[src/rtl/bit_serial_subtractor.sv]
// ============================================================================
// Module   : bit_serial_subtractor
// Brief    : LSB-first serial A - B - bin using one full-subtract stage
// Revision : 1.0 - initial release
// ============================================================================
`default_nettype none

module full_subtractor (
  input  logic x,
  input  logic y,
  input  logic bin,
  output logic diff,
  output logic bout
);
  assign diff = x ^ y ^ bin;
  assign bout = (~x & y) | (~(x ^ y) & bin);
endmodule

module bit_serial_subtractor #(
  parameter int WIDTH = 8
) (
  input  logic             clk,
  input  logic             rst_n,
  input  logic             start,
  input  logic [WIDTH-1:0] a,
  input  logic [WIDTH-1:0] b,
  input  logic             bin,
  output logic             busy,
  output logic             done,
  output logic [WIDTH-1:0] diff,
  output logic             bout,
  output logic             ovf
);
  localparam int              CW   = (WIDTH > 1) ? $clog2(WIDTH) : 1;
  localparam logic [CW-1:0]   LAST = CW'(WIDTH - 1);

  localparam logic [1:0] IDLE = 2'd0;
  localparam logic [1:0] RUN  = 2'd1;
  localparam logic [1:0] DONE = 2'd2;

  logic [1:0]       state;
  logic [1:0]       state_nxt;
  logic [WIDTH-1:0] sa;
  logic [WIDTH-1:0] sb;
  logic             br;
  logic [CW-1:0]    cnt;
  logic             d;
  logic             nb;
  logic             last;

  full_subtractor u_fs (
    .x    (sa[0]),
    .y    (sb[0]),
    .bin  (br),
    .diff (d),
    .bout (nb)
  );

  assign last = (cnt == LAST);

  always_ff @(posedge clk) begin
    if (!rst_n) begin
      state <= IDLE;
    end else begin
      state <= state_nxt;
    end
  end

  always_comb begin
    state_nxt = state;
    case (state)
      IDLE:    if (start) state_nxt = RUN;
      RUN:     if (last)  state_nxt = DONE;
      DONE:    state_nxt = IDLE;
      default: state_nxt = IDLE;
    endcase
  end

  always_comb begin
    busy = (state == RUN);
    done = (state == DONE);
  end

  always_ff @(posedge clk) begin
    if (!rst_n) begin
      sa   <= '0;
      sb   <= '0;
      br   <= 1'b0;
      cnt  <= '0;
      diff <= '0;
      bout <= 1'b0;
      ovf  <= 1'b0;
    end else begin
      case (state)
        IDLE: begin
          if (start) begin
            sa   <= a;
            sb   <= b;
            br   <= bin;
            cnt  <= '0;
            diff <= '0;
            bout <= 1'b0;
            ovf  <= 1'b0;
          end
        end
        RUN: begin
          // New bits enter at the MSB so bit 0 lands at diff[0] after WIDTH shifts
          diff <= {d, diff[WIDTH-1:1]};
          sa   <= sa >> 1;
          sb   <= sb >> 1;
          br   <= nb;
          if (last) begin
            bout <= nb;
            ovf  <= br ^ nb;
          end else begin
            cnt <= cnt + 1'b1;
          end
        end
        default: ;
      endcase
    end
  end
endmodule

`default_nettype wire

[config.mk]
export PLATFORM = sky130hd
export DESIGN_NAME = bit_serial_subtractor
export DESIGN_NICKNAME = d
export VERILOG_FILES = /design/src/rtl/bit_serial_subtractor.sv
export SDC_FILE = /design/constraint.sdc
export NUM_CORES = 1
export LEC_CHECK = 0
export ABC_AREA = 1
export CELL_PAD_IN_SITES_DETAIL_PLACEMENT = 0
export CELL_PAD_IN_SITES_GLOBAL_PLACEMENT = 1
export CORE_UTILIZATION = 30
export DETAILED_ROUTE_END_ITERATION = 16
export PLACE_DENSITY_LB_ADDON = 0.1
export SLEW_MARGIN = 20
export SYNTH_ARGS = -nofsm -noshare
export SYNTH_HDL_FRONTEND = slang
export SYNTH_SLANG_ARGS = --single-unit
[constraint.sdc]
create_clock -name clk -period 2.9 [get_ports clk]
set_input_delay 0.87 -clock clk [delete_from_list [all_inputs] [get_ports clk]]
set_output_delay 0.87 -clock clk [all_outputs]
set_load 0.02 [all_outputs]
==> impl_metrics.tcl <==
set metrics [dict create \
    ys_seq_elements 32 \
    peakVddDrop_v 0.000303 \
    finalClockSkew_ns 0.00656 \
    highest_layer "met4" \
    vias_per_cell 4.34 \
    place_inst 313 \
    globalRouteOverflowTotal 0 \
    setup_slack_ns 0.381 \
    clock_path_buffers 2 \
    slew_headroom_pct 57.5 \
    fin_crit_ns 2.52 \
    criticalPathCategory "register to primary output" \
    gp_congestion 0.692 \
    grt_max_degree 26 \
    area_growth_pct 26.6 \
    synth.distinct_cells 22 \
    drive_above_1_share_pct 7.87 \
    combPwrFrac_pct 15.3 \
    die_w_um 74.2 \
    synth_top_area_share_pct 41.0 \
    grt_use_total_pct 14.2 \
    cp.required_ns 2.03 \
    io_pins 32 \
    portBuffers 31 \
    power.share.clock_pct 39.8 \
    seqPwrFrac_pct 44.9 \
    hpwl_um 2220 \
    core-area_mm2 0.00488 \
    met2_wirelength_um 1430 \
    synthTopCellsByArea "dfxtp_1 (41%), nand2_1 (17%), nor2_1 (11%)" \
    start_kind "register" \
    internal_power_mw 0.794 \
    synthArstFlopShare_pct 0 \
    syn_area_mm2 0.00156 \
    layout.cells.non_filler 321 \
    wl_met3_um 154 \
    h-tree-depth 2 \
    grt_pass1_vias 1301 \
    num_antenna_cells 0 \
    critPathMaxStageDelay_ns 0.61 \
    synth_enable_flop_cells 0 \
    fin_hold_ws_ns 0.473 \
    finalCritPeriodShare_pct 86.9 \
    cts_buffers 5 \
    slew_violations 0 \
    hold_viol 0 \
    post_cts_resized 0 \
    cp_slowest_cell "clkdlybuf4s50_1" \
    cts.sinks 32 \
    fp.dieH_um 74.2 \
    synthCells 224 \
    yosysMostFrequentCell "nand2_1" \
    crit_fanout 8 \
    clk_latency_ns 0.29 \
    powerDensity_mw_per_mm2 546 \
    postSynthAreaPerCell_um2 6.98 \
    p_sw_mw 0.287 \
    yosys-top-cells-count "nand2_1 (72), nor2_1 (45), dfxtp_1 (32)" \
    fill_cells 569 \
    arrival_ns 1.65 \
    antenna_found_initial 0 \
    synth_ff_type "dfxtp_1" \
    worstMarginPinSlew_ns 0.635 \
    swShare_pct 26.5 \
    cp_cell_sequence "inv_4, nor2_4, clkdlybuf4s50_1" \
    wl_met1_um 1870 \
    clk_pin_slew_ns 0.07 \
    grt_pass1_wl_um 5820 \
    drt_iter0_markers 84 \
    yosys_warnings 0 \
    synth_top_cell_by_area "dfxtp_1" \
    drt_pass1_iterations 4 \
    tns_ns 0 \
    max-cap-violations 0 \
    hp-class "register to register" \
    cts_root_buffer "clkbuf_8" \
    post-cts-setup-buffers 0 \
    dieArea_mm2 0.00551 \
    routedWlPerCell_um 10.9 \
    worst_path_dominant_cell_family "buffers and inverters" \
    max_freq_ghz 0.397 \
    preCtsSetupSlack_ns 0.626 \
    status "complete, no violations" \
    totalWireLength_um 3510 \
    drtAntennaViolNets 0 \
    via_count 1394 \
    rows 25 \
    synth_fp_nets 248 \
    start_util_pct 32.1 \
    crit_buf_inv 2 \
    finalNetCount 277 \
    drc 0 \
    ctsHoldBuffers 0 \
    synth-seq-area-share_pct 41.0 \
    setup_viol 0 \
    leakagePower_nw 0.860 \
    cts_tree "built" \
    grt_setup_unrepaired "false" \
    critical_path.endpoint_type "primary output" \
]
[flip-flops by register name (all words and copies together), names as in the netlist]
register,cells
cnt,3
sb,8
sa,8
state,2
br,1
bout,1
diff,8
ovf,1
[worst register-to-register path: stages (launching register included)]
cell and delay [ns]:
dfxtp_1 0.60, nand2_4 0.25, nand2_4 0.25, nand2_1 0.15, nor2_1 0.12, nor2_1 0.05
[cell usage in the layout, fill, tap and decap left out, types with 3 or more instances in the layout]
master,count
ha_1,3
o21ai_1,11
nor2_1,45
inv_1,14
nand3_1,10
clkdlybuf4s50_1,31
a21oi_1,8
o21ai_0,7
dfxtp_1,32
clkbuf_8,5
nand2_1,72
[metal layers]
layer,GRT usage [%],up-vias
met5,0,-
met4,7.05,0
met3,3.66,7
met2,22.0,28
met1,18.2,610
li1,-,749
[stage by stage]
stage	area [um2]	util [%]	power, mW
floorplan	1560	-	0.614
global placement	1870	38.3	0.664
detailed placement	1870	38.3	0.663
CTS	1980	40.6	1.10
global route	1980	40.6	1.14
finish	1980	40.6	1.08
[cells by family after synthesis]
family | Yosys count | synth area share, %
compound gates | 27 | 9.36
simple gates | 134 | 35.3
buf+inv | 27 | 10.7
fa+ha+maj | 4 | 3.68
flops | 32 | 41.0
[path summary, 6_finish.rpt]
check	start	end	slack (ns)	cells past startpoint
min reg2reg	sa[7]	sa[7]	0.47	2
max reg2reg	state[0]	cnt[1]	1.38	5
min	sa[7]	sa[7]	0.47	2
max	state[0]	busy	0.38	3
[power groups by stage]
stage | clock (mW) | sequential (mW) | combinational [mW]
final | 0.430 | 0.485 | 0.165
after global routing | 0.459 | 0.489 | 0.190
after floorplan | 0 | 0.493 | 0.121
after detailed placement | 0 | 0.495 | 0.168
after CTS | 0.443 | 0.485 | 0.170
after global placement | 0 | 0.495 | 0.169
[final cells by class]
class | instances | area, um2 | area share [%]
inverters | 16 | 62.6 | 3.16
flip-flops and latches | 32 | 641 | 32.4
clock buffers | 5 | 68.8 | 3.48
multi-input cells | 165 | 756 | 38.2
well taps | 67 | 83.8 | 4.24
clock inverters | 3 | 42.5 | 2.15
repair buffers | 33 | 325 | 16.4
Power figures use the tool's default switching activity.
